`config.mk`:
```
export PLATFORM = sky130hd
export DESIGN_NAME = result_readout
export DESIGN_NICKNAME = d
export VERILOG_FILES = /design/src/rtl/result_readout.sv
export SDC_FILE = /design/constraint.sdc
export NUM_CORES = 1
export LEC_CHECK = 0
export CAP_MARGIN = 20
export CORE_MARGIN = 2
export CORE_UTILIZATION = 50
export DETAILED_ROUTE_END_ITERATION = 16
export PLACE_DENSITY_LB_ADDON = 0.12
export SLEW_MARGIN = 20
export SYNTH_ARGS = -nofsm -noshare
export SYNTH_HDL_FRONTEND = slang
export SYNTH_SLANG_ARGS = --single-unit
```
`constraint.sdc`:
```
create_clock -name clk -period 2.6 [get_ports clk]
set_input_delay 0.26 -clock clk [delete_from_list [all_inputs] [get_ports clk]]
set_output_delay 0.26 -clock clk [all_outputs]
set_load 0.005 [all_outputs]
```
`src/rtl/result_readout.sv`:
```
// result_readout: latches the final regression results on a completion pulse
// and presents them one item at a time as sign + two BCD digits. The binary to
// BCD step is a serial subtract-by-10 converter, one tens step per cycle,
// saturating at 9,9 for magnitudes above 99.
module result_readout #(
  parameter int RESULT_WIDTH = 14
) (
  input  logic                    clk,
  input  logic                    rst,
  input  logic                    start,
  input  logic [RESULT_WIDTH-1:0] intercept,
  input  logic [RESULT_WIDTH-1:0] slope,
  input  logic [RESULT_WIDTH-1:0] det,
  input  logic                    error_det,
  input  logic                    error_values,
  input  logic                    next,
  output logic                    busy,
  output logic                    valid,
  output logic [1:0]              item,
  output logic                    sign,
  output logic [3:0]              tens,
  output logic [3:0]              ones,
  output logic                    overflow
);

  typedef enum logic [1:0] {
    IDLE = 2'd0,
    CONV = 2'd1,
    SHOW = 2'd2
  } state_t;

  localparam logic [RESULT_WIDTH-1:0] ONE      = RESULT_WIDTH'(1);
  localparam logic [RESULT_WIDTH-1:0] TEN      = RESULT_WIDTH'(10);
  localparam logic [3:0]              BCD_ERR  = 4'hE;
  localparam logic [3:0]              BCD_NINE = 4'd9;
  localparam logic [1:0]              ITEM_ERR = 2'd3;

  state_t                  state;
  state_t                  state_n;
  logic                    next_d;
  logic [RESULT_WIDTH-1:0] intercept_q;
  logic [RESULT_WIDTH-1:0] slope_q;
  logic [RESULT_WIDTH-1:0] det_q;
  logic                    err_q;
  logic [RESULT_WIDTH-1:0] rem;
  logic [3:0]              tcnt;

  logic                    next_pulse;
  logic                    capture_err;
  logic                    advance;
  logic                    rem_ge10;
  logic                    tcnt_max;
  logic [1:0]              item_adv;
  logic [RESULT_WIDTH-1:0] load_val;
  logic [RESULT_WIDTH-1:0] load_abs;

  assign next_pulse  = next & ~next_d;
  assign capture_err = error_det | error_values;
  assign advance     = (state == SHOW) && next_pulse && !err_q;
  assign rem_ge10    = (rem >= TEN);
  assign tcnt_max    = (tcnt == BCD_NINE);
  assign item_adv    = (item == 2'd2) ? 2'd0 : item + 2'd1;

  // Select the value to feed the converter and take its magnitude.
  always_comb begin
    // NOTE: every combinational output gets a default first so no path leaves it unassigned (no latch).
    load_val = intercept;
    if (!start) begin
      case (item_adv)
        2'd1:    load_val = slope_q;
        2'd2:    load_val = det_q;
        default: load_val = intercept_q;
      endcase
    end
    // Unsigned result, so the most negative input maps to 2^(W-1) without wrapping.
    load_abs = load_val[RESULT_WIDTH-1] ? (~load_val + ONE) : load_val;
  end

  // State register.
  always_ff @(posedge clk) begin
    // NOTE: sequential state uses non-blocking assignments so all registers update together at the edge.
    if (rst) state <= IDLE;
    else     state <= state_n;
  end

  // Next-state logic; a capture pulse overrides everything else.
  always_comb begin
    state_n = state;
    if (start) begin
      state_n = capture_err ? SHOW : CONV;
    end else begin
      case (state)
        IDLE: state_n = IDLE;
        CONV: if (!rem_ge10 || tcnt_max) state_n = SHOW;
        SHOW: if (advance) state_n = CONV;
        default: state_n = IDLE;
      endcase
    end
  end

  // Status outputs decoded from the state.
  always_comb begin
    busy  = (state != IDLE);
    valid = (state == SHOW);
  end

  // Result latches, converter datapath and displayed digits.
  always_ff @(posedge clk) begin
    if (rst) begin
      next_d      <= 1'b0;
      intercept_q <= '0;
      slope_q     <= '0;
      det_q       <= '0;
      err_q       <= 1'b0;
      rem         <= '0;
      tcnt        <= '0;
      item        <= '0;
      sign        <= 1'b0;
      tens        <= '0;
      ones        <= '0;
      overflow    <= 1'b0;
    end else begin
      next_d <= next;
      if (start) begin
        intercept_q <= intercept;
        slope_q     <= slope;
        det_q       <= det;
        err_q       <= capture_err;
        overflow    <= 1'b0;
        tcnt        <= '0;
        if (capture_err) begin
          item <= ITEM_ERR;
          sign <= 1'b0;
          tens <= BCD_ERR;
          ones <= BCD_ERR;
        end else begin
          item <= 2'd0;
          sign <= load_val[RESULT_WIDTH-1];
          rem  <= load_abs;
        end
      end else if (advance) begin
        item     <= item_adv;
        sign     <= load_val[RESULT_WIDTH-1];
        rem      <= load_abs;
        tcnt     <= '0;
        overflow <= 1'b0;
      end else if (state == CONV) begin
        if (rem_ge10) begin
          if (tcnt_max) begin
            tens     <= BCD_NINE;
            ones     <= BCD_NINE;
            overflow <= 1'b1;
          end else begin
            rem  <= rem - TEN;
            tcnt <= tcnt + 4'd1;
          end
        end else begin
          tens <= tcnt;
          ones <= rem[3:0];
        end
      end
    end
  end

endmodule
```
==> impl_metrics.yaml, run 1 <==
timing:
  rsz0062_at_grt: "no"
  fin_crit_sh: 0.926
  max_slew_margin: 0.497
  hold_viol_final: 0
  fmax_mhz: 416
  final.min_clock_period_ns: 2.41
  finalMaxSlewViolations: 0
  fin_skew_ns: 0.00651
  setup_viol: 0
  fin_ws_ns: 0.193
  setup-tns-final_ns: 0
  tightest_slew_ns: 0.751
routing:
  antenna_left: 0
  first_pass_iters: 5
  vias: 3793
  avgRoutedWirePerCell_um: 16.9
  routed_wl_um: 11000
  drt_iter0_drc: 180
  drc: 0
  viasPerCell: 5.84
clock_network:
  cts_root_buf: "clkbuf_8"
  hold_buffers: 0
  cts_max_level: 3
  clkTransAtPathRegs_ns: 0.08
  cts_made_buffers: 9
  clock_latency_ns: 0.34
  cts_tree: "done"
  clockBufferDepth: 2
  cts_num_sinks: 76
placed_design:
  post-place-ws_ns: 0.156
  postPlaceCellArea_um2: 4880
  globalplace.congestion: 0.870
  hpwlAfterDp_um: 8090
  port_buffers: 61
grt:
  grt_start_max_net_pins: 70
  met3_usage: 0.0490
  overflow: 0
  grt_use_total: 0.256
  grt_pass1_wl_um: 17900
  top_usage_layer: "met2"
  use_met1: 0.348
  use_met2: 0.406
  grt_antenna_before_repair: 0
  grt_pass1_vias: 3623
logic_synthesis:
  synth_edf_count: 0
  ys.flop_type: "dfxtp_1"
  yosys_warnings: 0
  synth_nets: 526
  ys_seq_area_frac: 0.367
  synth_cells: 475
  async_flop_share: 0
  ys_ff_latch: 76
  mappedNetlistArea_um2: 4150
  avgSynthCellArea_um2: 8.73
  synthDistinctLibCells: 77
setup_path:
  critPathSlowestCell: "dfxtp_1"
  setup.worst_path.start_class: "flip-flop"
  cp.arrival_ns: 2.61
  crit_type: "reg -> reg"
  cp_cell_sequence: "buf_6 > mux2i_1 > o221ai_1 > nor4_4 > buf_4 > a31oi_1 > nor4_1 > o32ai_1"
  cp.required_ns: 2.80
  crit_path_max_fanout: 15
  crit_path_end_kind: "flip-flop"
  critical-path-max-stage-delay_ns: 0.51
  r2r-start: "item[0]$_SDFFE_PP0N_"
  startpoint: "item[0]$_SDFFE_PP0N_"
die:
  die_w_um: 95.1
  io_pins: 62
  die_area_um2: 9040
  initial_core_util: 0.510
  row_count: 33
  chipHeight_um: 95.1
  core_area_um2: 8130
power:
  power_mw: 2.97
  power_frac_comb: 0.227
  p_per_area_nw_per_um2: 581
  irDropWorstVdd_v: 0.000276
  swShare: 0.293
  p_int_mw: 2.10
  power_switching_mw: 0.871
  p_leak_nw: 1.98
  clockPowerShare: 0.333
  p_seq_frac: 0.440
layout:
  fillers: 688
  design_area_um2: 5110
  mostFrequentLayoutCells: "dfxtp_1, nor2_1, clkdlybuf4s50_1, mux2i_1, nand2_1"
  final_nets: 592
  layout.cells.most_common: "dfxtp_1"
  synthToLayoutAreaGrowth_pct: 23.3
  drive_above_1_share: 0.128
  n_antenna_cell: 0
status:
  status: "finished clean"
run:
  drv_cap: 0
worst_hold_path:
  holdCritStartpoint: "start"
  hp-class: "in -> reg"
per-layer routing:
layer | part of all wire | up-vias
met5 | 0 | -
met4 | 0.013 | 0
li1 | - | 1873
met1 | 0.47 | 1785
met2 | 0.47 | 122
met3 | 0.052 | 13
critical path, delay by kind of cell, from the launching register on:
| family | cells | cell delay, ns |
|---|---|---|
| buffers and inverters | 2 | 0.46 |
| AND/OR/NAND/NOR | 2 | 0.61 |
| AO/OA/AOI/OAI | 3 | 0.42 |
| flip-flops | 1 | 0.51 |
| multiplexers | 1 | 0.25 |
cell families (layout without fill, tap and decap cells):
group                      Yosys count  after routing  share of synthesized area
and+or+nand+nor                    185            185                      0.226
AOI/OAI and AO/OA                  108            108                      0.194
DFF                                 76             76                      0.367
muxes                               51             51                      0.125
buffers and inverters               41            111                     0.0555
xor gates and xnor gates            11             11                     0.0232
adders and majority gates            3              3                    0.00905
path summary, 6_finish.rpt:
| path | to | cells past startpoint | slack (ns) |
|---|---|---|---|
| max | rem[6]$_SDFFE_PP0P_ | 8 | 0.19 |
| min | intercept_q[8]$_SDFFE_PP0P_ | 3 | 0.34 |
| max reg2reg | rem[6]$_SDFFE_PP0P_ | 8 | 0.19 |
| min reg2reg | intercept_q[12]$_SDFFE_PP0P_ | 2 | 0.48 |
per-stage QoR:
stage	std cells	util	hold WS, ns
finish	650	0.629	0.341
global route	650	0.629	0.333
CTS	649	0.626	0.321
detailed placement	634	0.600	0.461
global placement	634	0.600	0.455
floorplan	475	-	0.388
power by group through the flow:
stage	registers (mW)	logic (mW)	clock network, mW
6_report	1.31	0.675	0.991
5_1_grt	1.32	0.740	1.06
4_1_cts	1.31	0.665	1.01
3_5_place_dp	1.33	0.661	0
3_3_place_gp	1.33	0.649	0
2_1_floorplan	1.31	0.442	0
layout make-up:
cell class,count,area (um^2),area share
clock buffer,10,128,0.0250
clock inverter,5,86.3,0.0169
inverter,11,41.3,0.00807
multi-input combinational,358,2410,0.471
sequential,76,1520,0.298
tap,105,131,0.0257
timing repair buffer,85,800,0.156
state kept, by name (all words and copies together) (netlist names):
signal and flops:
det_q 14, err_q 1, intercept_q 14, item 2, next_d 1, ones 4, overflow 1, rem 14
sign 1, slope_q 14, state 2, tcnt 4, tens 4
timing repair:
item	in CTS	in global routing
gates resized for setup	0	3
endpoints found under the setup margin	0	8
setup buffers	0	1
synth_stat cells, types with 4 or more instances:
cell	count	area (um^2)
a211oi_1	5	37.5
a21oi_1	29	145
and2_1	5	31.3
buf_2	8	40.0
buf_6	5	56.3
clkbuf_1	13	48.8
dfxtp_1	76	1520
inv_1	10	37.5
mux2_2	4	45.0
mux2i_1	46	460
nand2_1	30	113
nand2b_1	4	25.0
nand3_1	7	35.0
nand4_1	4	25.0
nor2_1	73	274
nor2b_1	7	43.8
nor3_1	21	105
nor4_1	8	50.1
o2111ai_1	4	35.0
o21ai_0	12	60.1
o221ai_1	6	52.6
or3_1	4	25.0
xnor2_1	5	43.8
xor2_1	6	52.6
(Power assumes the default switching activity.)
==> run 2: changes to the inputs <==
--- a/config.mk
+++ b/config.mk
@@ -6,9 +6,13 @@
 export NUM_CORES = 1
 export LEC_CHECK = 0
 export CAP_MARGIN = 20
+export CELL_PAD_IN_SITES_DETAIL_PLACEMENT = 1
+export CELL_PAD_IN_SITES_GLOBAL_PLACEMENT = 2
 export CORE_MARGIN = 2
-export CORE_UTILIZATION = 50
+export CORE_UTILIZATION = 33
+export CTS_CLUSTER_DIAMETER = 80
 export DETAILED_ROUTE_END_ITERATION = 16
+export GPL_ROUTABILITY_DRIVEN = 0
 export PLACE_DENSITY_LB_ADDON = 0.12
 export SLEW_MARGIN = 20
 export SYNTH_ARGS = -nofsm -noshare
==> run 2 against run 1 <==
Routed wire length grew 17%. Via count rose by 0.37%. Critical path depth fell by 1. Count of clock-buffer cells in the layout is the same. Global-route usage is 5.4 points lower. Hold slack better by 0.021 ns. Die area rose by 49%. Setup slack worse by 0.019 ns. Register-to-register slack lost 0.02 ns. First-iteration DRC count is 8.9% lower. Combinational power up 4.9%. Critical endpoint is now rem[12]$_SDFFE_PP0P_. Largest power group unchanged.
==> impl_metrics.yaml, run 2 (synthesized netlist as in run 1, its figures left out) <==
clock_network:
  cts_max_level: 3
  cts_made_buffers: 9
  clock_latency_ns: 0.35
  clockBufferDepth: 2
  clkTransAtPathRegs_ns: 0.06
  cts_tree: "done"
  hold_buffers: 0
  cts_root_buf: "clkbuf_16"
  cts_num_sinks: 76
routing:
  dr_wl_met3_um: 452
  first_pass_iters: 4
  drt_iter0_drc: 164
  viasPerCell: 5.28
  drc: 0
  routed_wl_um: 12900
  antenna_left: 0
  m1WireLength_um: 6220
  vias: 3807
  top_layer: "met4"
  route.met2.wl_um: 6130
  avgRoutedWirePerCell_um: 17.9
layout:
  fillers: 1442
  mostFrequentLayoutCells: "dfxtp_1, nor2_1, clkdlybuf4s50_1, mux2i_1, nand2_1"
  fin_util: 0.439
  layout.cells.most_common: "dfxtp_1"
  seq_area_um2: 1520
  final_nets: 599
  multi_input_area_um2: 2400
  n_antenna_cell: 0
  synthToLayoutAreaGrowth_pct: 28.8
  drive_above_1_share: 0.139
status:
  status: "finished clean"
die:
  core_area_um2: 12200
  chipHeight_um: 116
  initial_core_util: 0.341
  die_area_um2: 13500
  die_w_um: 116
  io_pins: 62
  row_count: 40
timing:
  setup_viol: 0
  hold_viol_final: 0
  rsz0062_at_grt: "no"
  setup-tns-final_ns: 0
  fmax_mhz: 412
  tightest_slew_ns: 0.812
  final.min_clock_period_ns: 2.43
  fin_skew_ns: 0.00673
  fin_crit_sh: 0.933
  finalMaxSlewViolations: 0
  max_slew_margin: 0.459
worst_hold_path:
  hp-class: "in -> reg"
  holdCritStartpoint: "start"
power:
  power_mw: 3.30
  p_leak_nw: 2.06
  irDropWorstVdd_v: 0.000404
  p_per_area_nw_per_um2: 617
setup_path:
  startpoint: "item[0]$_SDFFE_PP0N_"
  crit_path_max_fanout: 21
  crit_type: "reg -> reg"
  r2r-start: "item[0]$_SDFFE_PP0N_"
  cp.arrival_ns: 2.67
  cp.required_ns: 2.84
  crit_path_end_kind: "flip-flop"
  setup.worst_path.start_class: "flip-flop"
grt:
  grt_pass1_vias: 3950
  grt_start_max_net_pins: 70
  grt_antenna_before_repair: 0
  overflow: 0
  grt_use_total: 0.201
  grt_pass1_wl_um: 20800
placed_design:
  port_buffers: 61
  hpwlAfterDp_um: 9640
run:
  drv_cap: 0
run 2: changes by cell type in the layout (fill, tap and decap cells not counted), moves of 2 or more:
cell,delta
clkbuf_16,+9
buf_12,+2
nor3_1,+2
clkinv_2,+3
nor3_2,-2
buf_4,+6
clkbuf_8,-8
run 2: power breakdown:
part,total [mW],internal [mW],switching (mW)
logic,0.708,0.330,0.378
registers,1.31,1.24,0.0627
clock network,1.28,0.769,0.513
total,3.30,2.34,0.954
run 2: final timing paths:
check | end | slack (ns) | cells after the start
min | intercept_q[8]$_SDFFE_PP0P_ | 0.36 | 3
min reg2reg | intercept_q[12]$_SDFFE_PP0P_ | 0.47 | 2
max | rem[12]$_SDFFE_PP0P_ | 0.17 | 7
max reg2reg | rem[12]$_SDFFE_PP0P_ | 0.17 | 7
run 2: metal layers:
metal,vias up,global-route usage
li1,1884,-
met1,1850,0.258
met2,61,0.343
met3,12,0.0509
met4,0,0.0437
met5,-,0
run 2: stage by stage:
stage / instances / cell area (um^2) / hold WS (ns) / worst slack, ns
floorplan: 475 / 4150 / 0.388 / 0.492
global placement: 704 / 5030 / 0.454 / 0.236
detailed placement: 704 / 5030 / 0.465 / 0.180
CTS: 720 / 5340 / 0.357 / 0.203
global route: 721 / 5340 / 0.372 / 0.0225
finish: 721 / 5340 / 0.362 / 0.175
run 2: final cells by class:
type	count	area share
Timing Repair Buffer	92	0.163
Clock buffer	10	0.0447
Sequential cell	76	0.285
Clock inverter	6	0.0117
Inverter	11	0.00773
Multi-Input combinational cell	358	0.448
Tap cell	168	0.0393
run 2: critical path, cell delays in order (launching register included):
cell       delay (ns)
dfxtp_1          0.38
buf_12           0.19
mux2i_1          0.34
o221ai_1         0.23
nor3_1           0.36
nand2_1          0.15
o221a_2          0.32
a2111oi_2        0.33
run 2: what timing repair did:
action	in CTS	in global routing
setup buffers	0	1
setup endpoints to repair	0	1
resized for setup	0	0
==> run 3: changes to the inputs <==
==> constraint.sdc (replaced) <==
create_clock -name clk -period 2.6 [get_ports clk]
set_input_delay 0.52 -clock clk [delete_from_list [all_inputs] [get_ports clk]]
set_output_delay 0.52 -clock clk [all_outputs]
set_load 0.005 [all_outputs]
==> run 3 against run 2 <==
Die area did not move. Final cell count rose by 1.2%. Hold slack improved by 0.11 ns. Via count rose by 2.8%. Largest power group unchanged. Highest routed layer unchanged.
==> impl_metrics.yaml, run 3 (synthesized netlist as in run 1, its figures left out) <==
timing:
  hold_viol_final: 0
  finalMaxSlewViolations: 0
  setup-tns-final_ns: 0
  final.min_clock_period_ns: 2.41
  fin_crit_sh: 0.928
  fmax_mhz: 414
  setup_viol: 0
  tightest_slew_ns: 0.799
  rsz0062_at_grt: "no"
  max_slew_margin: 0.468
  fin_skew_ns: 0.00870
clock_network:
  cts_tree: "done"
  post_cts_buffers: 0
  cts_num_sinks: 76
  clkTransAtPathRegs_ns: 0.06
  clockBufferDepth: 2
  cts_made_buffers: 9
  clock_latency_ns: 0.35
  cts_max_level: 3
  cts_root_buf: "clkbuf_16"
layout:
  layout.cells.most_common: "dfxtp_1"
  multi_input_area_um2: 2410
  mostFrequentLayoutCells: "dfxtp_1, nor2_1, clkdlybuf4s50_1, mux2i_1, buf_4"
  final_nets: 608
  synthToLayoutAreaGrowth_pct: 29.7
  drive_above_1_share: 0.157
  seq_area_um2: 1520
  fin_util: 0.442
  fillers: 1466
  n_antenna_cell: 0
setup_path:
  reg2reg_slack_ns: 0.19
  crit_type: "reg -> reg"
  r2r-start: "item[0]$_SDFFE_PP0N_"
  cp.required_ns: 2.80
  reg2reg_to: "rem[8]$_SDFFE_PP0P_"
  critPathSlowestCell: "dfxtp_2"
  reg2regPathDepth: 8
  setup.worst_path.start_class: "flip-flop"
  crit_path_max_fanout: 17
  critical-path-max-stage-delay_ns: 0.41
  cp_cell_sequence: "buf_12 > mux2_4 > a222oi_1 > buf_4 > and2_4 > a41oi_1 > xor2_1 > o31ai_1"
  crit_path_end_kind: "flip-flop"
  cp.arrival_ns: 2.61
die:
  io_pins: 62
  die_area_um2: 13500
  row_count: 40
  core_area_um2: 12200
  chipHeight_um: 116
  initial_core_util: 0.341
  die_w_um: 116
grt:
  grt_pass1_wl_um: 20900
  grt_start_max_net_pins: 70
  grt_pass1_vias: 3990
  grt_antenna_before_repair: 0
  grt_use_total: 0.203
  overflow: 0
routing:
  vias: 3913
  first_pass_iters: 4
  avgRoutedWirePerCell_um: 17.7
  drc: 0
  routed_wl_um: 12900
  antenna_left: 0
  drt_iter0_drc: 170
  viasPerCell: 5.36
run:
  drv_cap: 0
worst_hold_path:
  hp-class: "reg -> reg"
  hold_end: "intercept_q[12]$_SDFFE_PP0P_"
  holdPathStages: 2
  holdCritStartpoint: "intercept_q[12]$_SDFFE_PP0P_"
status:
  status: "finished clean"
placed_design:
  port_buffers: 61
  hpwlAfterDp_um: 9640
power:
  p_leak_nw: 2.08
  irDropWorstVdd_v: 0.000256
  p_per_area_nw_per_um2: 593
[run 3: changes by cell type in the layout (fill, tap and decap cells not counted), sizes merged]
| cell | delta |
|---|---|
| buf | +9 |
| bufinv | -1 |
| clkinvlp | +1 |
[run 3: worst max path at each step]
stage / from / slack, ns / depth (start not counted) / endpoint
after floorplan: item[0]$_SDFFE_PP0N_ / 0.49 / 6 / rem[12]$_SDFFE_PP0P_
after global placement: next / 0.02 / 8 / rem[8]$_SDFFE_PP0P_
after detailed placement: next / 0.03 / 8 / rem[8]$_SDFFE_PP0P_
after CTS: item[0]$_SDFFE_PP0N_ / 0.07 / 7 / rem[12]$_SDFFE_PP0P_
after global routing: item[0]$_SDFFE_PP0N_ / 0.03 / 8 / rem[8]$_SDFFE_PP0P_
final: item[0]$_SDFFE_PP0N_ / 0.19 / 8 / rem[8]$_SDFFE_PP0P_
[run 3: what timing repair did]
item,CTS,global route
hold buffers,0,0
endpoints found under the setup margin,1,4
gates resized for setup,1,2
[run 3: power breakdown]
group          switching, mW  internal (mW)  total, mW
Combinational          0.380          0.339      0.720
Sequential            0.0652           1.24       1.31
Clock                  0.516          0.646       1.16
Total                  0.961           2.23       3.19
[run 3: routing by layer]
metal	part of all wire	wire (um)	global-route usage
met5	0	0	0
met4	0.017	218	0.0762
met3	0.027	353	0.0291
met2	0.47	6110	0.337
met1	0.48	6210	0.268
[run 3: cell type report]
class	count	area share
clock buffer	10	0.0426
tap	168	0.0391
inverter	11	0.00768
clock inverter	6	0.00745
multi-input combinational	358	0.447
timing repair buffer	101	0.173
sequential	76	0.283
[run 3: critical path: cells and delay by family, from the launching register on]
| family | cells | cell delay [ns] |
|---|---|---|
| simple gates | 1 | 0.17 |
| compound gates | 3 | 0.62 |
| buf+inv | 2 | 0.40 |
| xor+xnor | 1 | 0.32 |
| mux | 1 | 0.32 |
| flops | 1 | 0.41 |
[run 3: stage by stage]
step | cells | hold slack, ns | area (um^2) | power [mW] | setup slack, ns
final | 730 | 0.469 | 5380 | 3.19 | 0.187
after global routing | 730 | 0.492 | 5380 | 3.34 | 0.0268
after CTS | 730 | 0.474 | 5370 | 3.23 | 0.0729
after detailed placement | 714 | 0.465 | 5100 | 2.05 | 0.0293
after global placement | 714 | 0.450 | 5100 | 2.04 | 0.0239
after floorplan | 475 | 0.445 | 4150 | 1.76 | 0.492
